$ cat src/rtl/oai33_vector_sequencer.sv
`default_nettype none
// ============================================================================
// Module      : oai33_vector_sequencer
// Description : Exhaustive functional sequencer for a 6-input OAI33 cell.
//               Sweeps all 64 input vectors, lets each settle for a
//               programmable number of cycles, samples ZN and compares it
//               against the golden OAI33 function. Reports the pass flag,
//               the mismatch count and the lowest failing vector.
// Revision    : 1.0 - initial release
// ============================================================================
module oai33_vector_sequencer #(
    parameter int SETTLE_CYCLES = 2
) (
    input  logic       CLK,
    input  logic       RST,
    input  logic       START,
    input  logic       ABORT,
    output logic       A1,
    output logic       A2,
    output logic       A3,
    output logic       B1,
    output logic       B2,
    output logic       B3,
    input  logic       ZN_DUT,
    output logic       BUSY,
    output logic       DONE,
    output logic       PASS,
    output logic [6:0] ERR_CNT,
    output logic [5:0] FIRST_FAIL,
    output logic       FIRST_FAIL_VLD
);

    // The settle counter is 4 bits wide, so only 1..15 can be represented.
    generate
        if (SETTLE_CYCLES < 1 || SETTLE_CYCLES > 15) begin : g_bad_settle
            $error("oai33_vector_sequencer: SETTLE_CYCLES must be in 1..15");
        end
    endgenerate

    localparam logic [3:0] C_SETTLE_RELOAD = 4'(SETTLE_CYCLES - 1);
    localparam logic [5:0] C_LAST_VEC      = 6'd63;

    typedef enum logic [1:0] {
        ST_IDLE   = 2'd0,
        ST_SETTLE = 2'd1,
        ST_CHECK  = 2'd2,
        ST_DONE   = 2'd3
    } state_t;

    state_t     r_state;
    logic [5:0] r_vec;
    logic [5:0] r_drive;
    logic [3:0] r_settle_cnt;

    logic       w_golden;
    logic       w_mismatch;
    logic [6:0] w_err_next;

    // Drive pins mirror a dedicated register that is zero whenever not busy.
    assign {B3, B2, B1, A3, A2, A1} = r_drive;

    // Golden OAI33 response for the current vector and the resulting error count.
    assign w_golden   = ~((r_vec[0] | r_vec[1] | r_vec[2]) & (r_vec[3] | r_vec[4] | r_vec[5]));
    assign w_mismatch = (ZN_DUT != w_golden);
    assign w_err_next = w_mismatch ? (ERR_CNT + 7'd1) : ERR_CNT;

    // Sequencer FSM with all outputs registered.
    always_ff @(posedge CLK) begin
        if (RST) begin
            r_state        <= ST_IDLE;
            r_vec          <= 6'd0;
            r_drive        <= 6'd0;
            r_settle_cnt   <= 4'd0;
            BUSY           <= 1'b0;
            DONE           <= 1'b0;
            PASS           <= 1'b0;
            ERR_CNT        <= 7'd0;
            FIRST_FAIL     <= 6'd0;
            FIRST_FAIL_VLD <= 1'b0;
        end else begin
            DONE <= 1'b0;
            case (r_state)
                ST_IDLE: begin
                    if (START && !ABORT) begin
                        r_state        <= ST_SETTLE;
                        r_vec          <= 6'd0;
                        r_drive        <= 6'd0;
                        r_settle_cnt   <= C_SETTLE_RELOAD;
                        BUSY           <= 1'b1;
                        PASS           <= 1'b0;
                        ERR_CNT        <= 7'd0;
                        FIRST_FAIL     <= 6'd0;
                        FIRST_FAIL_VLD <= 1'b0;
                    end
                end
                ST_SETTLE: begin
                    if (ABORT) begin
                        r_state <= ST_IDLE;
                        r_drive <= 6'd0;
                        BUSY    <= 1'b0;
                    end else if (r_settle_cnt == 4'd0) begin
                        r_state <= ST_CHECK;
                    end else begin
                        r_settle_cnt <= r_settle_cnt - 4'd1;
                    end
                end
                ST_CHECK: begin
                    // The compare result is recorded even when aborting this cycle.
                    ERR_CNT <= w_err_next;
                    if (w_mismatch && !FIRST_FAIL_VLD) begin
                        FIRST_FAIL     <= r_vec;
                        FIRST_FAIL_VLD <= 1'b1;
                    end
                    if (ABORT) begin
                        r_state <= ST_IDLE;
                        r_drive <= 6'd0;
                        BUSY    <= 1'b0;
                    end else if (r_vec == C_LAST_VEC) begin
                        r_state <= ST_DONE;
                        r_drive <= 6'd0;
                        BUSY    <= 1'b0;
                        DONE    <= 1'b1;
                        PASS    <= (w_err_next == 7'd0);
                    end else begin
                        r_state      <= ST_SETTLE;
                        r_vec        <= r_vec + 6'd1;
                        r_drive      <= r_vec + 6'd1;
                        r_settle_cnt <= C_SETTLE_RELOAD;
                    end
                end
                ST_DONE: begin
                    r_state <= ST_IDLE;
                end
                default: begin
                    r_state <= ST_IDLE;
                end
            endcase
        end
    end

endmodule
`default_nettype wire

$ cat config.mk
export PLATFORM = sky130hd
export DESIGN_NAME = oai33_vector_sequencer
export DESIGN_NICKNAME = d
export VERILOG_FILES = /design/src/rtl/oai33_vector_sequencer.sv
export SDC_FILE = /design/constraint.sdc
export NUM_CORES = 1
export LEC_CHECK = 0
export BUFFER_PORTS_ARGS = -buffer_cell sky130_fd_sc_hd__buf_2
export CAP_MARGIN = 20
export CELL_PAD_IN_SITES_DETAIL_PLACEMENT = 0
export CELL_PAD_IN_SITES_GLOBAL_PLACEMENT = 1
export CORE_MARGIN = 2
export CORE_UTILIZATION = 42
export DETAILED_ROUTE_END_ITERATION = 8
export PLACE_DENSITY_LB_ADDON = 0.1
export RECOVER_POWER = 50
export SYNTH_ARGS = -nofsm -noshare
export SYNTH_HDL_FRONTEND = slang
export SYNTH_SLANG_ARGS = --single-unit
$ cat constraint.sdc
create_clock -name CLK -period 2.7 [get_ports CLK]
set_input_delay 0.135 -clock CLK [delete_from_list [all_inputs] [get_ports CLK]]
set_output_delay 0.135 -clock CLK [all_outputs]
set_load 0.02 [all_outputs]
* Word-level counts from Yosys, hierarchy flattened
Cells that the tools add are included.
Word-level totals: memories kept 0, ROM bits 0, memory bits (writable) 0, word-level logic and storage cells 90, bits in latches 0, bits of input ports 5, register bits 35
Operators by class: shift operators 0, divide/modulo/power cells 0, bitwise operators 7, reduce and logical (&&, ||, !) cells 18, $mul 0, mux-type cells 37, add/sub/neg operators 3, eq/ne operators 15, order comparisons 0
Operator list (number):
- $mux 6 | 7
- $pmux 6 s2 | 2
- $mux 4 | 5
- $pmux 6 s3 | 1
- $ne 2x2->1 const B | 8
- $mux 7 | 2
- $pmux 7 s2 | 1
- $pmux 4 s3 | 1
- $reduce_and 4->1 | 3
- $mux 2 | 5
- $mux 1 | 9
- $pmux 2 s4 | 1
- $add 7x1->7 const B | 1
- $logic_not 7->1 | 1
- $add 6x1->6 const B | 1
- $eq 6x6->1 const B | 1
- $ne 3x3->1 const B | 2
- $reduce_and 3->1 | 2
- $reduce_and 6->1 | 1
- $eq 2x2->1 const B | 2
- $logic_not 4->1 | 1
- $or 1x1->1 | 4
- $pmux 1 s2 | 2
- $reduce_and 2->1 | 2
- 12 further kinds | 15

* Logic depth before layout (Yosys ltp)
Gate-level depths: netlist of the first run.
depth in word-level cells 10, mapped depth 8

* Worst setup path before layout of the first run
No wires, ideal clock.
path type register to register, from register r_vec[0], to register PASS, buffers on the path 0, setup slack 0.657 ns, period minus slack after synthesis 2.043 ns, arrival 1.975 ns, stages on the path, launching flop included 9, cell sequence dfxtp_1 > inv_1 > ha_1 > nor2b_2 > nor3_2 > nor2_2 > or3_1 > a2111o_1 > o21ai_1
On the way: word-level cells in the longest chain between the ends 10, elaborated cells on any way between the ends 13
RTL lines:
- start, declared | line 51 | logic [5:0] r_vec;
- start signal, assigned | line 126 | r_vec <= r_vec + 6'd1;
- $or 1x1->1 (2 in series) | line 63 | assign w_golden = ~((r_vec[0] | r_vec[1] | r_vec[2]) & (r_vec[3] | r_vec[4] | r_vec[5]));
- $and 1x1->1 | line 63
- $not 1->1 | line 63
- $ne 1x1->1 | line 64 | assign w_mismatch = (ZN_DUT != w_golden);
- $mux 7 | line 65 | assign w_err_next = w_mismatch ? (ERR_CNT + 7'd1) : ERR_CNT;
- $logic_not 7->1 | line 123 | PASS <= (w_err_next == 7'd0);
- $mux 1 | line 118 | end else if (r_vec == C_LAST_VEC) begin
- $mux 1 | line 114 | if (ABORT) begin
- $pmux 1 s2 | line 82 | case (r_state)
- end signal, assigned | line 123
- end, declared | line 27 | output logic PASS,
Several ways; a longest one is shown, not always the timed one. The select of a mux whose other input is x is not followed. A chain may end at the register's enable or synchronous reset.

* Worst setup path after layout of the first run
Ends and elaborated chain as after synthesis.

==> results of run 1 <==
[worst min-delay path by stage]
stage | start | end | slack [ns] | depth (start not counted)
floorplan | ABORT | r_state[1] | 0.31 | 2
global placement | r_drive[4] | r_drive[4] | 0.47 | 2
global route | ABORT | r_state[1] | 0.28 | 3
detailed placement | r_drive[4] | r_drive[4] | 0.47 | 2
finish | ABORT | r_state[1] | 0.22 | 3
CTS | ABORT | r_state[1] | 0.22 | 3
[power groups by stage]
stage	registers (mW)	clock network (mW)	logic, mW
final	0.547	0.479	0.176
after floorplan	0.560	0	0.131
after global routing	0.550	0.506	0.196
after CTS	0.546	0.492	0.177
after global placement	0.558	0	0.176
after detailed placement	0.559	0	0.176
[critical path, delay by kind of cell, from the launching register on]
| family | cells | cell delay, ns |
|---|---|---|
| compound gates | 2 | 0.51 |
| fa+ha+maj | 1 | 0.19 |
| buf+inv | 1 | 0.08 |
| flops | 1 | 0.42 |
| simple gates | 4 | 0.94 |
[synthesized netlist by cell type, drive strengths merged]
cell and n:
clkbuf 6, a221oi 1, a21o 1, a21boi 2, or2 1, xor2 1, nor3b 1, xnor2 7
nand4 2, nand3b 3, nor2b 2, mux2i 2, mux2 1, o21ai 15, or3 8, nor3 12
inv 10, buf 5, nand3 8, a41oi 2, dfxtp 35, a32oi 1, a21oi 19, nor2 29
a2111o 1, a22oi 12, and3 3, a31oi 2, ha 8, or4 1, a211oi 2, nand2 13
nor4 3, o21a 2, nand2b 3, a311oi 1, o211ai 1
[cells in the final DEF, fill, tap and decap left out, drive strengths merged, types with 2 or more instances in the layout]
cell	netlist	final
a211oi	2	2
a21boi	2	2
a21oi	19	19
a22oi	12	12
a31oi	2	2
a41oi	2	2
and3	3	3
buf	5	4
clkbuf	6	28
clkinv	0	2
dfxtp	35	35
ha	8	8
inv	10	10
mux2i	2	2
nand2	13	13
nand2b	3	3
nand3	8	8
nand3b	3	3
nand4	2	2
nor2	29	29
nor2b	2	2
nor3	12	12
nor4	3	3
o21a	2	2
o21ai	15	15
or3	8	8
xnor2	7	7
[layer usage]
metal  track usage  share of wire  vias to the layer above
met2         0.296           0.47                       36
met4        0.0577          0.014                        0
met3        0.0447          0.045                        6
li1              -              -                      859
met5             0              0                        -
met1         0.248           0.47                      799
[layout make-up]
| class | count | area share |
|---|---|---|
| Clock inverter | 3 | 0.0211 |
| Sequential cell | 35 | 0.337 |
| Inverter | 10 | 0.0181 |
| Tap cell | 52 | 0.0313 |
| Timing Repair Buffer | 27 | 0.0512 |
| Clock buffer | 5 | 0.0331 |
| Multi-Input combinational cell | 170 | 0.508 |
[cells by family after synthesis]
family          after synthesis
simple gates                 89
xor+xnor                      8
compound gates               62
buf+inv                      21
fa+ha+maj                     8
mux                           3
flops                        35
[registers in the layout, indices dropped and copies added, names as in the netlist]
register / count
FIRST_FAIL: 6
BUSY: 1
r_settle_cnt: 4
r_state: 2
DONE: 1
ERR_CNT: 7
r_vec: 6
PASS: 1
r_drive: 6
FIRST_FAIL_VLD: 1
[stage by stage]
stage,instance area (um2),worst slack (ns)
final,2080,0.496
after global routing,2080,0.334
after CTS,2110,0.486
after detailed placement,2000,0.508
after global placement,2000,0.532
after floorplan,1860,0.657
==> impl_metrics.ini, run 1 <==
[placed_design]
dp.cells = 294
routabilityCongestion = 0.758
numPortBuffers = 27
hpwl_um = 3100

[worst_setup_path]
crit_end = PASS
cp.arrival_ns = 2.44
path_cells = inv_1, ha_1, nor2b_1, nor3_2, nor2_2, or3_1, a2111o_1, o21ai_1
r2r_slack_ns = 0.50
rr_worst_depth = 8
setup.worst_path.class = register to register
r2r_start = r_vec[0]
startpoint_type = register
end_kind = register
critPathRequiredTime_ns = 2.94
r2r_end = PASS
path_max_fanout = 9
slowest_delay_ns = 0.42
crit_start = r_vec[0]
slowest_stage = dfxtp_1

[routing]
drc = 0
dr.pass1.iters = 4
vias = 1700
postRouteAntennaNets = 0
via_per_inst = 5.63
drt_iter0_drc = 103
wl_per_cell_um = 14.5
wl_um = 4370

[sta]
max_slew.worst_pin.slew_ns = 0.628
fin_worst_skew_ns = 0.0117
max_freq_ghz = 0.454
tns_ns = 0
hold_viol = 0
fin_crit_ns = 2.20
post-route-period-util = 0.816
worst_hold_slack_ns = 0.222
slew_headroom = 0.578
finalSetupViolCount = 0
slew_violations = 0
rsz0062_at_grt = no

[clock_network]
cts_tree = built
path_clk_slew_ns = 0.08
clock_latency_ns = 0.30
cts_setup_buffers = 0
htreeDepth = 2
clkSinkCount = 35
ctsResizeCount = 0
cts-root-buf = clkbuf_8
cts_max_path_buffers = 2
cts-buffers-inserted = 5
postCtsHoldBufs = 0

[global_routing]
grt_pass1_wl_um = 7330
antenna_found_initial = 0
grtUsageTotal = 0.185
grt_max_degree = 36
overflow = 0
grt_pass1_vias = 1548

[cells_and_area]
utilization = 0.484
seq_area_um2 = 701
drive_gt1_frac = 0.0800
final_nets = 262
multiInputGateArea_um2 = 1050
n_fill_cell = 456
num_antenna_cells = 0
area_delta_synth_final_pct = 11.8
fin_cells = 302

[power_and_ir_drop]
ir_drop_uv = 316
leakagePower_nw = 0.726
power_frac_seq = 0.455
p_clk_frac = 0.399
p_int_mw = 0.869
swShare = 0.277
switching_power_mw = 0.333
finalPower_mw = 1.20
comb_power_share = 0.146
power-per-cell-area_nw_per_um2 = 578

[yosys]
yosys.area.top_type = dfxtp_1
ys_seq_elements = 35
synth-compound-area-share = 0.213
synth_top_family_by_area = simple AND/OR/NAND/NOR gates
yosys.area_share.adder = 0.0539
ys_seq_area_frac = 0.377
synth_cell_types = 47
ys_warn_count = 0
synth_mux_area_frac = 0.0168
syn_area_per_cell_um2 = 8.22
synth_top_area_share = 0.377
synthTopCellsByArea = dfxtp_1 38%, nor2_1 5.7%, ha_1 5.4%, a21oi_1 5.1%, a22oi_1 4.8%
yosys.area_share.simple = 0.248
synth_area_um2 = 1860
synth-xor-area-share = 0.0377
syn_inst = 226
syn-num-nets = 239

[floorplan]
die_width_um = 70.5
initial_utilization = 0.433
num_rows = 24
die-area_um2 = 4970
core-area_um2 = 4290
pin_count = 28
die_h_um = 70.5

[worst_hold_path]
worstHoldPathType = input port to register

[run_status]
outcome = finished clean

[run]
drv_cap = 0
Power figures use the tool's default switching activity.
==> run 2, diff against run 1 <==
- clock period: 2.7 -> 2.1 ns (I/O delays scaled with it)
==> impl_metrics.ini, run 2 (synthesis results as in run 1) <==
[run_status]
outcome = finished clean

[cells_and_area]
drive_gt1_frac = 0.159
final_nets = 283
area_delta_synth_final_pct = 19.3
regMostFlops = ERR_CNT
seq_area_um2 = 701
final_cell_mix = 35 x dfxtp_1, 28 x nor2_1, 24 x clkbuf_1
utilization = 0.516
largest_reg_flops = 7
num_antenna_cells = 0
layout_commonest_cell = dfxtp_1
n_fill_cell = 449
multiInputGateArea_um2 = 1070

[sta]
worst_hold_slack_ns = 0.0367
finalSetupViolCount = 0
hold_viol = 0
max_freq_ghz = 0.506
slew_headroom = 0.709
fin_crit_ns = 1.98
max_slew.worst_pin.slew_ns = 0.436
fin_worst_skew_ns = 0.00540
post-route-period-util = 0.941
rsz0062_at_grt = yes
slew_violations = 0

[placed_design]
routabilityCongestion = 0.774
hpwl_um = 3310
numPortBuffers = 27

[clock_network]
postCtsHoldBufs = 0
clkSinkCount = 35
cts-root-buf = clkbuf_8
path_clk_slew_ns = 0.07
cts_tree = built
clock_latency_ns = 0.29
cts_max_path_buffers = 2
htreeDepth = 2
cts-buffers-inserted = 5

[floorplan]
pin_count = 28
num_rows = 24
die-area_um2 = 4970
initial_utilization = 0.433
core-area_um2 = 4290
die_width_um = 70.5
die_h_um = 70.5

[power_and_ir_drop]
ir_drop_uv = 330
power_frac_seq = 0.493
leakagePower_nw = 0.825
swShare = 0.290
switching_power_mw = 0.413
p_clk_frac = 0.336
comb_power_share = 0.171
power-per-cell-area_nw_per_um2 = 644
p_int_mw = 1.01

[worst_setup_path]
end_kind = register
timing.critical_path.buf_inv = 2
path_max_fanout = 6
path_delay_family = simple AND/OR/NAND/NOR gates
slowest_delay_ns = 0.35
path_cells = inv_1, ha_1, nor2b_2, o21a_2, nor2_2, buf_4, nand4_1, or3_1, a21oi_1
startpoint_type = register
slowest_stage = dfxtp_1
cp.arrival_ns = 2.20
setup.worst_path.class = register to register
critPathRequiredTime_ns = 2.33

[global_routing]
grt_max_degree = 35
gr-usage-met3 = 0.0491
grt_busiest_layer = met2
met1_usage = 0.249
grt_use_met2 = 0.327
grt_pass1_wl_um = 7730
grt_pass1_vias = 1707
antenna_found_initial = 0
overflow = 0
grtUsageTotal = 0.196

[routing]
via_per_inst = 5.36
wl_um = 4480
drc = 0
vias = 1731
dr.pass1.iters = 4
postRouteAntennaNets = 0
drt_iter0_drc = 93
wl_per_cell_um = 13.9

[worst_hold_path]
worstHoldPathType = input port to register

[run]
drv_cap = 0
-- run 2: cell count changes in the layout (fill, tap and decap cells not counted), sizes merged --
cell,delta
buf,+22
clkbuf,+1
bufinv,-1
clkinv,-1
-- run 2: path summary, 6_finish.rpt --
check,start,to,slack [ns],cells past startpoint
worst max-delay path,r_vec[0],ERR_CNT[3],0.12,9
worst min-delay path,RST,DONE,0.04,2
worst max register to register,r_vec[0],ERR_CNT[3],0.12,9
worst min register to register,PASS,PASS,0.49,2
-- run 2: power by group through the flow --
stage / registers (mW) / logic (mW) / clock network (mW)
floorplan: 0.721 / 0.168 / 0
finish: 0.703 / 0.244 / 0.480
global route: 0.706 / 0.277 / 0.527
global placement: 0.717 / 0.245 / 0
CTS: 0.703 / 0.247 / 0.497
detailed placement: 0.718 / 0.245 / 0
-- run 2: metal layers --
| layer | share of wire | vias to the layer above |
|---|---|---|
| li1 | - | 900 |
| met1 | 0.48 | 804 |
| met2 | 0.47 | 20 |
| met3 | 0.031 | 7 |
| met4 | 0.014 | 0 |
| met5 | 0 | - |
-- run 2: area by class of cell --
cell class,count,area share
multi-input combinational,170,0.481
sequential,35,0.316
timing repair buffer,48,0.120
clock buffer,7,0.0344
tap,52,0.0294
inverter,10,0.0169
clock inverter,1,0.00226
-- run 2: repair_timing --
item                       CTS  global route
gates resized for setup      0             2
buffers inserted             0             0
setup endpoints to repair    0             5
-- run 2: through the flow --
step	TNS, ns	std cells	instance area (um2)	total power [mW]	setup slack (ns)
2_1_floorplan	0	226	1860	0.888	0.0566
3_3_place_gp	0	315	2150	0.962	0.151
3_5_place_dp	0	315	2150	0.964	0.136
4_1_cts	0	323	2230	1.45	0.119
5_1_grt	-0.0511	323	2220	1.51	-0.0291
6_report	0	323	2220	1.43	0.125
-- run 2: worst register-to-register path, cell delays in order, from the launching register on --
cell and delay [ns]:
dfxtp_1 0.35, inv_1 0.06, ha_1 0.19, nor2b_2 0.17, o21a_2 0.23, nor2_2 0.16
buf_4 0.16, nand4_1 0.13, or3_1 0.33, a21oi_1 0.14
